$ cat src/rtl/alu_op_sequencer.sv
// Clocked command front-end for a combinational 4-bit ALU: issues registered operands,
// waits a fixed settle time, captures the result and returns it on a valid/ready port.
module alu_op_sequencer #(
  parameter int unsigned SETTLE_CYCLES = 1
) (
  input  logic       clk,
  input  logic       rst_n,
  input  logic       cmd_valid,
  output logic       cmd_ready,
  input  logic [2:0] cmd_op,
  input  logic [3:0] cmd_a,
  input  logic [3:0] cmd_b,
  input  logic       cmd_src_acc,
  input  logic       cmd_wr_acc,
  input  logic       acc_clr,
  output logic [3:0] alu_a,
  output logic [3:0] alu_b,
  output logic [2:0] alu_op,
  input  logic [3:0] alu_result,
  input  logic       alu_zero,
  input  logic       alu_carry,
  output logic       rsp_valid,
  input  logic       rsp_ready,
  output logic [3:0] rsp_result,
  output logic       rsp_zero,
  output logic       rsp_carry,
  output logic [3:0] acc_out,
  output logic [7:0] op_count
);

  localparam int unsigned DW   = 4;
  localparam int unsigned OPW  = 3;
  localparam int unsigned CNTW = 4;
  localparam int unsigned OCW  = 8;
  localparam logic [CNTW-1:0] CNT_INIT = CNTW'(SETTLE_CYCLES - 1);

  localparam logic [1:0] S_IDLE   = 2'd0;
  localparam logic [1:0] S_SETTLE = 2'd1;
  localparam logic [1:0] S_RESP   = 2'd2;

  logic [1:0]      r_state;
  logic [1:0]      w_next_state;
  logic [CNTW-1:0] r_cnt;
  logic            r_wr_acc;
  logic [DW-1:0]   r_alu_a;
  logic [DW-1:0]   r_alu_b;
  logic [OPW-1:0]  r_alu_op;
  logic            r_rsp_valid;
  logic [DW-1:0]   r_rsp_result;
  logic            r_rsp_zero;
  logic            r_rsp_carry;
  logic [DW-1:0]   r_acc;
  logic [OCW-1:0]  r_op_count;
  logic            w_accept;
  logic            w_capture;
  logic            w_rsp_hs;

  assign w_accept  = cmd_valid && (r_state == S_IDLE);
  assign w_capture = (r_state == S_SETTLE) && (r_cnt == '0);
  assign w_rsp_hs  = (r_state == S_RESP) && rsp_ready;

  // State register
  always_ff @(posedge clk or negedge rst_n) begin
    if (!rst_n) r_state <= S_IDLE;
    else        r_state <= w_next_state;
  end

  // Next-state logic
  always_comb begin
    w_next_state = r_state;
    case (r_state)
      S_IDLE:   if (cmd_valid) w_next_state = S_SETTLE;
      S_SETTLE: if (r_cnt == '0) w_next_state = S_RESP;
      S_RESP:   if (rsp_ready) w_next_state = S_IDLE;
      default:  w_next_state = S_IDLE;
    endcase
  end

  // Issue, settle countdown, capture and response hold
  always_ff @(posedge clk or negedge rst_n) begin
    if (!rst_n) begin
      r_cnt        <= '0;
      r_wr_acc     <= 1'b0;
      r_alu_a      <= '0;
      r_alu_b      <= '0;
      r_alu_op     <= '0;
      r_rsp_valid  <= 1'b0;
      r_rsp_result <= '0;
      r_rsp_zero   <= 1'b0;
      r_rsp_carry  <= 1'b0;
      r_op_count   <= '0;
    end else begin
      if (w_accept) begin
        r_alu_a  <= cmd_src_acc ? r_acc : cmd_a;
        r_alu_b  <= cmd_b;
        r_alu_op <= cmd_op;
        r_wr_acc <= cmd_wr_acc;
        r_cnt    <= CNT_INIT;
      end else if ((r_state == S_SETTLE) && (r_cnt != '0)) begin
        r_cnt <= r_cnt - CNTW'(1);
      end
      if (w_capture) begin
        r_rsp_result <= alu_result;
        r_rsp_zero   <= alu_zero;
        r_rsp_carry  <= alu_carry;
        r_rsp_valid  <= 1'b1;
        r_op_count   <= r_op_count + OCW'(1);
      end else if (w_rsp_hs) begin
        r_rsp_valid <= 1'b0;
      end
    end
  end

  // Accumulator: clear has priority over a capture write
  always_ff @(posedge clk or negedge rst_n) begin
    if (!rst_n)                    r_acc <= '0;
    else if (acc_clr)              r_acc <= '0;
    else if (w_capture && r_wr_acc) r_acc <= alu_result;
  end

  assign cmd_ready  = (r_state == S_IDLE);
  assign alu_a      = r_alu_a;
  assign alu_b      = r_alu_b;
  assign alu_op     = r_alu_op;
  assign rsp_valid  = r_rsp_valid;
  assign rsp_result = r_rsp_result;
  assign rsp_zero   = r_rsp_zero;
  assign rsp_carry  = r_rsp_carry;
  assign acc_out    = r_acc;
  assign op_count   = r_op_count;

endmodule

$ cat config.mk
export PLATFORM = sky130hd
export DESIGN_NAME = alu_op_sequencer
export DESIGN_NICKNAME = d
export VERILOG_FILES = /design/src/rtl/alu_op_sequencer.sv
export SDC_FILE = /design/constraint.sdc
export NUM_CORES = 1
export LEC_CHECK = 0
export ABC_AREA = 1
export CORE_AREA = 2 2 90 49
export DETAILED_ROUTE_END_ITERATION = 6
export DIE_AREA = 0 0 92 51
export PLACE_DENSITY_LB_ADDON = 0.15
export RECOVER_POWER = 100
export SLEW_MARGIN = 30
export SYNTH_ARGS = -nofsm -noshare
export SYNTH_HDL_FRONTEND = slang
export SYNTH_SLANG_ARGS = --single-unit
$ cat constraint.sdc
create_clock -name clk -period 1.8 [get_ports clk]
set_input_delay 0.54 -clock clk [delete_from_list [all_inputs] [get_ports clk]]
set_output_delay 0.54 -clock clk [all_outputs]
set_load 0.1 [all_outputs]
; After elaboration in Yosys (flattened, before gate mapping)
; Cells that the tools add are included.
[word_totals]
elab_cells = 42
regBits = 37
in_bits = 24
output_inout_bits = 31
[op_classes]
reduce_logical = 12
add_sub_neg = 2
eq_ne = 5
n_mux = 11
[op_table]
columns = op, n
row1 = two-way mux 4 bit, 5
row2 = adder 8 x 1 -> 8 bit (second input constant), 1
row3 = two-way mux 2 bit, 3
row4 = inequality test 2 bit (second input constant), 3
row5 = one-hot mux 2 bit (3 select lines), 1
row6 = nonzero test 2 bit, 3
row7 = logical AND 1 bit, 5
row8 = zero test 4 bit, 1
row9 = nonzero test 4 bit, 1
row10 = subtractor 4 x 1 -> 4 bit (second input constant), 1
row11 = AND reduction 3 bit, 1
row12 = equality test 2 x 1 -> 1 bit (second input constant), 1
row13 = equality test 2 bit (second input constant), 1
row14 = zero test 2 bit, 1
row15 = two-way mux 1 bit, 2

; Longest topological paths before layout
[logic_depth]
ltp_word = 5
ltp_mapped = 8
mapped_depth_nobuf = 8

; Least setup slack after synthesis
; OpenSTA, ideal clock, no wires.
[synth_timing]
kind = flip-flop to flip-flop
startpoint = register r_state[0]
endpoint = register r_cnt[3]
path_stages_with_launch = 8
setup_slack_ns = -0.100
path_buffers = 1
arrival_time_ns = 1.782
setup_ns = 0.118
cell_sequence = dfrtp_1 -> nor2_2 -> nand2_1 -> buf_4 -> nand2_2 -> inv_2 -> nand2_1 -> nand2_1
[synth_between]
elab_chain_cells = 3
[synth_lines]
columns = element, line
row1 = "start, declared", 41  ; logic [1:0] r_state;
row2 = "start signal, assigned", 65  ; else r_state <= w_next_state;
row3 = zero test 2 bit *, n/a
row4 = net cmd_ready, 9  ; output logic cmd_ready,
row5 = logical AND 1 bit *, 58  ; assign w_accept = cmd_valid && (r_state == S_IDLE);
row6 = two-way mux 4 bit or nonzero test 2 bit (tied branches), n/a
row7 = "end signal, assigned", 100  ; r_cnt <= r_cnt - CNTW'(1);
row8 = "end, declared", 43  ; logic [CNTW-1:0] r_cnt;
; Mark *: on every way through the listed nets, which the timed path passes. The rest lies on a longest branch.
; A chain may end at the register's enable or synchronous reset.

; Worst setup path in the final report
[layout_timing]
startpoint = register r_state[0]
endpoint = output cmd_ready
[layout_between]
elab_chain_cells = 1
[layout_lines]
columns = element, line
row1 = zero test 2 bit, 121  ; assign cmd_ready = (r_state == S_IDLE);
row2 = "end, declared", 9
; Every way passes these cells.

==> out/qor.txt <==
buffers inserted during post-CTS setup optimization: 0
area used by multi-input combinational logic: 647 um2
Arrival @ worst endpoint: 1180 ps
Fmax: 581 MHz
crit end category: primary output
Worst-Margin Slew: 876 ps
critical path's top delay family: flip-flops
Final Cycle Share: 95.5%
Cell Rows: 17
Residual DRC: 0
overall overflow remaining after global route: 0
data required time of the critical path: 1260 ps
Initial DRC Count: 52
die area: 0.00469 mm2
syn avg cell area: 8.34 um2
final setup vio count: 0
topmost layer with routed signal wires: met4
synthesized instance count: 204
final-report max-slew violation count: 0
final estimated routing congestion in global placement: 0.787
DRT antenna net count: 0
initial cell density of the core: 42.1%
post-detailed-routing wire length: 3.99 mm
Min-Delay Path Class: in2async
routed length on met3: 191 um
core area: 0.00404 mm2
CTS Buffer Depth: 2
wire length of the first global-routing pass: 6.67 mm
detailed-route via count: 1,463
Tmin final: 1720 ps
Avg WL per Cell: 12.4 um
initial antenna violation count: 0
Die Wd: 92 um
commonest non-fill, non-tap cell in the layout: sky130_fd_sc_hd__nand2_1
YS warnings: 0
total of hold buffers inserted after clock tree synthesis: 0
diode count: 0
Max-cap violations: 0
GRT Util Overall: 18.7%
largest fanout of any net on the critical path: 4
TritonCTS clock tree: built
cell-by-cell listing of the critical path: nor2_4, buf_6
first-pass iteration count of the detailed router: 4
Seq. cell area: 927 um2
stage delay of the slowest cell on the critical path: 460 ps
worst relative slew slack: 41.6%
Routed met2 length: 1.61 mm
layout overhead on the synthesized area: 31.7%
top library cells by usage in the layout, fill and taps aside: sky130_fd_sc_hd__nand2_1 (90), sky130_fd_sc_hd__dfrtp_1 (36), sky130_fd_sc_hd__inv_1 (21), sky130_fd_sc_hd__clkdlybuf4s50_1 (21), sky130_fd_sc_hd__nand3_1 (16)
Total Negative Setup Slacks: 0 ps
NumNets Final: 291
sum of buffers and inverters on the critical path: 1
DP HPWL: 3.10 mm
via density per instance: 4.54
share of post-route cells with drive strength above 1: 18.5%
Clock Latency Late Sink: 280 ps
unrepaired setup endpoints after global routing: false
vias in the first global route: 1,422
port buffer count: 54
net count after synthesis: 231
Final Hold Fails: 0
status: finished, final reports clean
CTS Sinks: 37
clock transition at the registers of the reported paths: 70 ps
number of different library cells in the post-synthesis netlist: 21
startpoint kind of the worst setup timing path: register
sequential share of the synthesized area: 54.5%
die height: 51 um
FILL cells: 391
maximum number of pins on one net before global-route repair: 38
number of instances resized during post-cts repair: 0
Clock Tree Root: sky130_fd_sc_hd__clkbuf_8
combined area of all synthesized cells: 0.00170 mm2
worst clock skew: 5.84 ps
number of H-tree levels: 2
Setup CP Type: reg2out
clock buffers created by TritonCTS: 5
flop and latch count out of synthesis: 37
Metal-1 WL: 2.17 mm
top-level port count: 55
Crit-path slowest cell: sky130_fd_sc_hd__dfrtp_1
[stage by stage]
step | setup WS, ps | cells | utilization, % | hold slack [ps] | area (um2)
after CTS | 109 | 322 | 67.0 | 208 | 2710
after global routing | 36.2 | 322 | 55.4 | 506 | 2240
after detailed placement | 157 | 314 | 65.0 | 519 | 2630
after floorplan | 23.8 | 204 | - | 244 | 1710
after global placement | 186 | 314 | 65.0 | 522 | 2630
final | 80.2 | 322 | 55.4 | 449 | 2240
[cell usage after synthesis, drive strengths merged]
master / n / area [um2]
ha: 3 / 37.5
nor2: 10 / 57.6
buf: 5 / 40.0
nand4: 2 / 12.5
xor2: 2 / 17.5
dfrtp: 37 / 926
o22ai: 1 / 6.26
nand3: 17 / 95.1
o21ai: 12 / 60.1
o31ai: 1 / 7.51
nand3b: 2 / 15.0
inv: 22 / 82.6
nand2: 90 / 343
[per-layer routing]
| metal | GRT usage [%] | vias up |
|---|---|---|
| li1 | - | 753 |
| met1 | 27.6 | 671 |
| met2 | 26.8 | 35 |
| met3 | 5.16 | 4 |
| met4 | 5.22 | 0 |
| met5 | 0 | - |
[path summary, 6_finish.rpt]
path / from / endpoint / slack (ps) / cells after the start
worst min-delay path: rst_n / r_cnt[1] / 450 / 2
worst max register to register: r_cnt[0] / op_count[6] / 240 / 8
max in group asynchronous: rst_n / op_count[1] / 750 / 2
worst min register to register: rsp_carry / rsp_carry / 480 / 2
min in group clk: rsp_carry / rsp_carry / 480 / 2
worst max-delay path: r_state[0] / cmd_ready / 80 / 2
[layout make-up]
type	instances	area share, %
Clock buffer	6	3.24
Clock inverter	2	0.447
Inverter	22	3.69
Multi-Input combinational cell	140	28.9
Sequential cell	37	41.4
Tap cell	57	3.18
Timing Repair Buffer	58	19.2
[flip-flops by register name (all words and copies together), names as in the netlist, 2 cells and up]
| register | cells |
|---|---|
| acc_out | 4 |
| alu_a | 4 |
| rsp_result | 4 |
| r_state | 2 |
| alu_b | 4 |
| op_count | 8 |
| alu_op | 3 |
| r_cnt | 4 |
[cells by family after synthesis]
logic type      count (synthesis)  share of synthesized area [%]
buf+inv                        27                           7.21
simple gates                  121                           30.8
flops                          37                           54.5
fa+ha+maj                       3                           2.21
compound gates                 14                           4.34
xor+xnor                        2                           1.03
[worst reg2reg max path, stage by stage, from the launching register on]
cell and delay (ps):
sky130_fd_sc_hd__dfrtp_1 370, sky130_fd_sc_hd__inv_1 150, sky130_fd_sc_hd__ha_1 210, sky130_fd_sc_hd__nand2_1 110, sky130_fd_sc_hd__nor2_4 240, sky130_fd_sc_hd__buf_4 200
sky130_fd_sc_hd__nand3_1 70, sky130_fd_sc_hd__nand2_1 70, sky130_fd_sc_hd__nand2_1 50
Power is not shown: default switching activity piles up to over one toggle a cycle in this logic, so the estimate is an artifact.
